<file path="src/rtl/wb_m2_arbiter_pkg.sv">
// Shared types and constants for the m2 two-master Wishbone arbiter.
// Holds the arbiter state encoding, one-hot grant codes and the single-beat burst length.
package wb_m2_arbiter_pkg;

    typedef enum logic [1:0] {
        ARB_IDLE = 2'd0,
        ARB_GNT0 = 2'd1,
        ARB_GNT1 = 2'd2
    } arb_state_t;

    localparam logic [1:0] GNT_NONE = 2'b00;
    localparam logic [1:0] GNT_M0   = 2'b01;
    localparam logic [1:0] GNT_M1   = 2'b10;

    localparam logic [9:0] BL_SINGLE = 10'd1;

endpackage

</file>
<file path="src/rtl/wb_m2_arbiter_rr_pick2.sv">
// Combinational two-way round-robin picker (module wb_rr_pick2).
// On a tie the master that was not granted last wins.
module wb_rr_pick2
    import wb_m2_arbiter_pkg::*;
(
    input  logic [1:0] i_req,
    input  logic       i_last,
    output logic [1:0] o_win
);

    always_comb begin
        o_win = GNT_NONE;
        case (i_req)
            2'b01:   o_win = GNT_M0;
            2'b10:   o_win = GNT_M1;
            2'b11:   o_win = i_last ? GNT_M0 : GNT_M1;
            default: o_win = GNT_NONE;
        endcase
    end

endmodule

</file>
<file path="src/rtl/wb_m2_arbiter.sv">
// Registered two-master Wishbone arbiter for the m2 port: whole-transaction grants with round-robin.
// Optional slave timeout is enabled by defining WB_ARB_TIMEOUT_EN.
module wb_m2_arbiter
    import wb_m2_arbiter_pkg::*;
#(
    parameter int DATA_W      = 32,
    parameter int ADDR_W      = 32,
    parameter int BL_W        = 10,
    parameter int TIMEOUT_CYC = 1023
) (
    input  logic              clk,
    input  logic              reset,
    input  logic              m0_cyc_i,
    input  logic              m0_stb_i,
    input  logic              m0_we_i,
    input  logic [ADDR_W-1:0] m0_adr_i,
    input  logic [DATA_W-1:0] m0_dat_i,
    input  logic [3:0]        m0_sel_i,
    output logic              m0_ack_o,
    output logic              m0_err_o,
    output logic [DATA_W-1:0] m0_dat_o,
    input  logic              m1_cyc_i,
    input  logic              m1_stb_i,
    input  logic              m1_we_i,
    input  logic              m1_bry_i,
    input  logic [ADDR_W-1:0] m1_adr_i,
    input  logic [DATA_W-1:0] m1_dat_i,
    input  logic [3:0]        m1_sel_i,
    input  logic [BL_W-1:0]   m1_bl_i,
    output logic              m1_ack_o,
    output logic              m1_err_o,
    output logic [DATA_W-1:0] m1_dat_o,
    output logic              s_cyc_o,
    output logic              s_stb_o,
    output logic              s_we_o,
    output logic              s_bry_o,
    output logic [ADDR_W-1:0] s_adr_o,
    output logic [DATA_W-1:0] s_dat_o,
    output logic [3:0]        s_sel_o,
    output logic [BL_W-1:0]   s_bl_o,
    input  logic [DATA_W-1:0] s_dat_i,
    input  logic              s_ack_i,
    input  logic              s_lack_i,
    input  logic              s_err_i,
    output logic [1:0]        grant_o
);

    arb_state_t      r_state;
    arb_state_t      w_state_nxt;
    logic            r_last;          // 1: m1 held the most recent grant
    logic [BL_W-1:0] r_beats;
    logic [BL_W-1:0] w_beats_nxt;
    logic [1:0]      w_req;
    logic [1:0]      w_win;
    logic            w_own_cyc;
    logic            w_done;
    logic            w_tmo;

    assign w_req     = {m1_cyc_i & m1_stb_i, m0_cyc_i & m0_stb_i};
    assign w_own_cyc = (r_state == ARB_GNT0) ? m0_cyc_i : m1_cyc_i;

    wb_rr_pick2 u_pick (
        .i_req  (w_req),
        .i_last (r_last),
        .o_win  (w_win)
    );

`ifdef WB_ARB_TIMEOUT_EN
    localparam int TMO_W = $clog2(TIMEOUT_CYC + 1);
    logic [TMO_W-1:0] r_tmo;

    // Held at zero while idle so every grant starts counting from zero.
    always_ff @(posedge clk) begin
        if (reset || r_state == ARB_IDLE || s_ack_i)
            r_tmo <= '0;
        else
            r_tmo <= r_tmo + 1'b1;
    end

    assign w_tmo = (r_state != ARB_IDLE) && (r_tmo == TMO_W'(TIMEOUT_CYC));
`else
    // Without the timeout the slave is waited on indefinitely.
    assign w_tmo = (TIMEOUT_CYC < 0);
`endif

    always_comb begin
        w_state_nxt = r_state;
        w_beats_nxt = r_beats;
        w_done      = 1'b0;
        case (r_state)
            ARB_IDLE: begin
                if (w_win == GNT_M0) begin
                    w_state_nxt = ARB_GNT0;
                    w_beats_nxt = BL_W'(BL_SINGLE);
                end else if (w_win == GNT_M1) begin
                    w_state_nxt = ARB_GNT1;
                    w_beats_nxt = (m1_bl_i == '0) ? BL_W'(BL_SINGLE) : m1_bl_i;
                end
            end
            ARB_GNT0, ARB_GNT1: begin
                w_done = (s_ack_i && r_beats == BL_W'(1)) || s_lack_i || s_err_i
                         || w_tmo || !w_own_cyc;
                if (s_ack_i)
                    w_beats_nxt = r_beats - 1'b1;
                if (w_done)
                    w_state_nxt = ARB_IDLE;
            end
            default: w_state_nxt = ARB_IDLE;
        endcase
    end

    always_ff @(posedge clk) begin
        if (reset) begin
            r_state <= ARB_IDLE;
            r_beats <= '0;
            r_last  <= 1'b1;
        end else begin
            r_state <= w_state_nxt;
            r_beats <= w_beats_nxt;
            if (r_state == ARB_IDLE && w_win != GNT_NONE)
                r_last <= w_win[1];
        end
    end

    // Bus and responses follow the registered grant; only the owner sees ack/err.
    always_comb begin
        grant_o  = GNT_NONE;
        s_cyc_o  = 1'b0;
        s_stb_o  = 1'b0;
        s_we_o   = 1'b0;
        s_bry_o  = 1'b0;
        s_adr_o  = '0;
        s_dat_o  = '0;
        s_sel_o  = '0;
        s_bl_o   = '0;
        m0_ack_o = 1'b0;
        m0_err_o = 1'b0;
        m1_ack_o = 1'b0;
        m1_err_o = 1'b0;
        case (r_state)
            ARB_GNT0: begin
                grant_o  = GNT_M0;
                s_cyc_o  = m0_cyc_i & ~w_tmo;
                s_stb_o  = m0_stb_i & ~w_tmo;
                s_we_o   = m0_we_i;
                s_adr_o  = m0_adr_i;
                s_dat_o  = m0_dat_i;
                s_sel_o  = m0_sel_i;
                s_bl_o   = BL_W'(BL_SINGLE);
                m0_ack_o = s_ack_i;
                m0_err_o = s_err_i | w_tmo;
            end
            ARB_GNT1: begin
                grant_o  = GNT_M1;
                s_cyc_o  = m1_cyc_i & ~w_tmo;
                s_stb_o  = m1_stb_i & ~w_tmo;
                s_we_o   = m1_we_i;
                s_bry_o  = m1_bry_i;
                s_adr_o  = m1_adr_i;
                s_dat_o  = m1_dat_i;
                s_sel_o  = m1_sel_i;
                s_bl_o   = m1_bl_i;
                m1_ack_o = s_ack_i;
                m1_err_o = s_err_i | w_tmo;
            end
            default: ;
        endcase
    end

    assign m0_dat_o = s_dat_i;
    assign m1_dat_o = s_dat_i;

endmodule

</file>
<file path="config.mk">
export PLATFORM = sky130hd
export DESIGN_NAME = wb_m2_arbiter
export DESIGN_NICKNAME = d
export VERILOG_FILES = /design/src/rtl/wb_m2_arbiter_pkg.sv /design/src/rtl/wb_m2_arbiter_rr_pick2.sv /design/src/rtl/wb_m2_arbiter.sv
export SDC_FILE = /design/constraint.sdc
export NUM_CORES = 1
export LEC_CHECK = 0
export ABC_AREA = 1
export BUFFER_PORTS_ARGS = -buffer_cell sky130_fd_sc_hd__buf_2
export CORE_AREA = 3 3 132 134
export CTS_CLUSTER_SIZE = 12
export DETAILED_ROUTE_END_ITERATION = 12
export DIE_AREA = 0 0 135 137
export PLACE_DENSITY = 0.53
export SKIP_CTS_REPAIR_TIMING = 1
export SLEW_MARGIN = 25
export SYNTH_ARGS = -nofsm -noshare
export SYNTH_HDL_FRONTEND = slang
export SYNTH_SLANG_ARGS = --single-unit
export TNS_END_PERCENT = 30
</file>
<file path="constraint.sdc">
create_clock -name clk -period 1.5 [get_ports clk]
set_input_delay 0.3 -clock clk [delete_from_list [all_inputs] [get_ports clk]]
set_output_delay 0.3 -clock clk [all_outputs]
set_load 0.01 [all_outputs]
</file>
==> impl_metrics.json <==
{
  "status": "finished, violations left",
  "violations": "negative setup slack",
  "slew-limit-headroom_pct": 76.8,
  "setup_viol_count_final": 97,
  "synth-xor-area-share_pct": 0,
  "die_w_microns": 135,
  "nFillCells": 1820,
  "pwr_density_cell_nw_per_um2": 2090,
  "place_congestion": 0.784,
  "final_cell_count_no_fill": 920,
  "grt_pass1_vias": 3264,
  "regArea_sq_um": 265,
  "ys_seq_area_share_pct": 10.0,
  "vias": 3831,
  "drtAntennaViolNets": 0,
  "yosys_warnings": 0,
  "drt_wl_total_microns": 14300,
  "path_clk_slew_ns": 0.05,
  "critPathKind": "reg -> out",
  "reg2reg_from": "r_state[0]",
  "synthSimpleGateAreaFrac_pct": 34.8,
  "cp.required_ns": 1.20,
  "synth_compound_area_share_pct": 21.8,
  "io_pins": 342,
  "finalCriticalPeriod_ns": 1.90,
  "hp-start": "reset",
  "peakVddDrop_mv": 0.840,
  "slew_viol_final": 0,
  "path_max_fanout": 10,
  "post-place-cells": 903,
  "muxShareOfSynthArea_pct": 0,
  "dr.pass1.iters": 4,
  "worstMarginPinSlew_ns": 0.347,
  "max-cap-violations": 0,
  "io_buffers": 245,
  "fin_skew_ns": 0.00425,
  "synth_top_area_share_pct": 27.0,
  "die-area_sq_um": 18500,
  "timing.final.ws_setup_ns": -0.396,
  "dp_hpwl_microns": 11000,
  "drive_gt1_share_pct": 54.5,
  "synth-seq-cells": 13,
  "synth_top_family_by_area": "simple AND/OR/NAND/NOR gates",
  "startpoint": "r_state[1]",
  "dp_slack_ns": -0.352,
  "num_rows": 47,
  "multi_input_area_sq_um": 1930,
  "core-area_sq_um": 16400,
  "fmax_mhz": 527,
  "fin_crit_sh_pct": 126,
  "root_buffer": "clkbuf_16",
  "track_usage_pct": 12.0,
  "rsz0062_at_grt": "yes",
  "hp-class": "in -> reg",
  "hold_violations": 0,
  "overflow": 0,
  "numCtsBuffers": 3,
  "cts_tree": "built",
  "htreeDepth": 1,
  "worst_ep_arrival_time_ns": 1.60,
  "clk_latency_ns": 0.24,
  "drt_iter0_markers": 118,
  "synth_area_leaders": "nand2_1 27%, buf_4 19%, a21oi_1 17%",
  "fin_setup_tns_ns": -26.15,
  "synthAdderAreaFrac_pct": 3.85,
  "ys_types": 23,
  "post_drt_wl_per_cell_microns": 15.5,
  "synthCells": 490,
  "syn2layout_area_growth_pct": 80.2,
  "start_util_pct": 15.8,
  "drc_errors": 0,
  "final_nets": 898,
  "grt_pass1_wl_microns": 17600,
  "antenna_found_initial": 3,
  "die_h_microns": 137,
  "cp-start-kind": "flop",
  "synth_nets": 688,
  "cts.sinks": 13,
  "cp-end-kind": "primary output",
  "synth_area_sq_um": 2600,
  "routed_via_density": 4.16,
  "leakagePower_nw": 2.35,
  "yosys.area.top_type": "nand2_1",
  "clock_path_buffers": 2,
  "syn_area_per_cell_sq_um": 5.31,
  "grt_start_max_net_pins": 41
}
## sequential cells by signal (all words and copies together), names as in the netlist
name     cells
r_state      2
r_last       1
r_beats     10
## worst paths after layout
check	endpoint	slack, ns	cells past startpoint
setup reg to reg	r_state[0]	-0.09	12
hold reg to reg	r_beats[2]	0.48	2
hold / removal	r_beats[2]	0.28	2
setup / recovery	s_dat_o[4]	-0.40	7
## placed cells by master, fill, tap and decap left out, drive strengths merged
cell | netlist | routed
nor2 | 24 | 24
nand3 | 15 | 15
dfxtp | 13 | 13
buf | 83 | 290
a21o | 1 | 1
ha | 8 | 8
clkinv | 0 | 1
a21oi | 90 | 90
nor3 | 1 | 1
clkbuf | 9 | 10
inv | 38 | 38
o21ai | 19 | 19
nand2 | 188 | 188
diode | 0 | 1
o311ai | 1 | 1
## worst max-delay path, stage by stage (launching register included)
cell and delay, ns:
dfxtp_4 0.37, inv_4 0.05, ha_4 0.29, inv_8 0.07
buf_12 0.14, buf_4 0.16, a21oi_1 0.10, buf_2 0.16
## report_power, final
part	switching (mW)	internal, mW	total, mW
combinational	4.77	3.91	8.67
sequential	0.122	0.500	0.622
clock	0.154	0.355	0.509
total	5.04	4.76	9.81
## layout make-up
| class | instances | share of cell area, % |
|---|---|---|
| inverter | 38 | 3.36 |
| antenna | 1 | 0.0534 |
| tap | 220 | 5.87 |
| clock inverter | 1 | 0.107 |
| sequential | 13 | 5.66 |
| timing repair buffer | 297 | 42.2 |
| clock buffer | 3 | 1.60 |
| multi-input combinational | 347 | 41.1 |
## layer usage
| metal | wire length, microns | vias to the layer above | share of wire, % | GRT usage, % |
|---|---|---|---|---|
| met2 | 6830 | 219 | 48 | 19.1 |
| li1 | - | 1908 | - | - |
| met4 | 53 | 4 | 0.37 | 2.13 |
| met1 | 5440 | 1692 | 38 | 14.2 |
| met3 | 1920 | 8 | 13 | 6.76 |
| met5 | 23 | - | 0.16 | 0 |
## cell usage after synthesis
| cell | number |
|---|---|
| buf_2 | 15 |
| nand3_4 | 1 |
| nand3_1 | 14 |
| nor2_1 | 20 |
| a21o_1 | 1 |
| buf_4 | 65 |
| o311ai_0 | 1 |
| nand2_1 | 187 |
| a21oi_1 | 89 |
| inv_1 | 34 |
| buf_1 | 1 |
| inv_4 | 1 |
| a21oi_2 | 1 |
| o21ai_0 | 12 |
| nor2_2 | 4 |
| dfxtp_1 | 13 |
| clkbuf_1 | 9 |
| nand2_4 | 1 |
| nor3_1 | 1 |
| buf_6 | 2 |
| o21ai_1 | 7 |
| ha_1 | 8 |
| inv_2 | 3 |
## per-stage QoR
| step | total power, mW | cell area, sq um | util [%] | hold WS (ns) |
|---|---|---|---|---|
| finish | 9.81 | 4690 | 28.6 | 0.278 |
| floorplan | 4.73 | 2720 | - | 0.362 |
| detailed placement | 7.42 | 3970 | 24.2 | 0.488 |
| global route | 10.6 | 4690 | 28.6 | 0.286 |
| global placement | 7.43 | 3970 | 24.2 | 0.500 |
| CTS | 7.98 | 4050 | 24.7 | 0.261 |
## cells by family (layout without fill, tap and decap cells)
group	after synthesis	in the layout
adders and majority gates	8	8
DFF	13	13
buffers and inverters	130	339
other	0	1
AOI/OAI and AO/OA	111	111
and+or+nand+nor	228	228
Power figures use the tool's default switching activity.
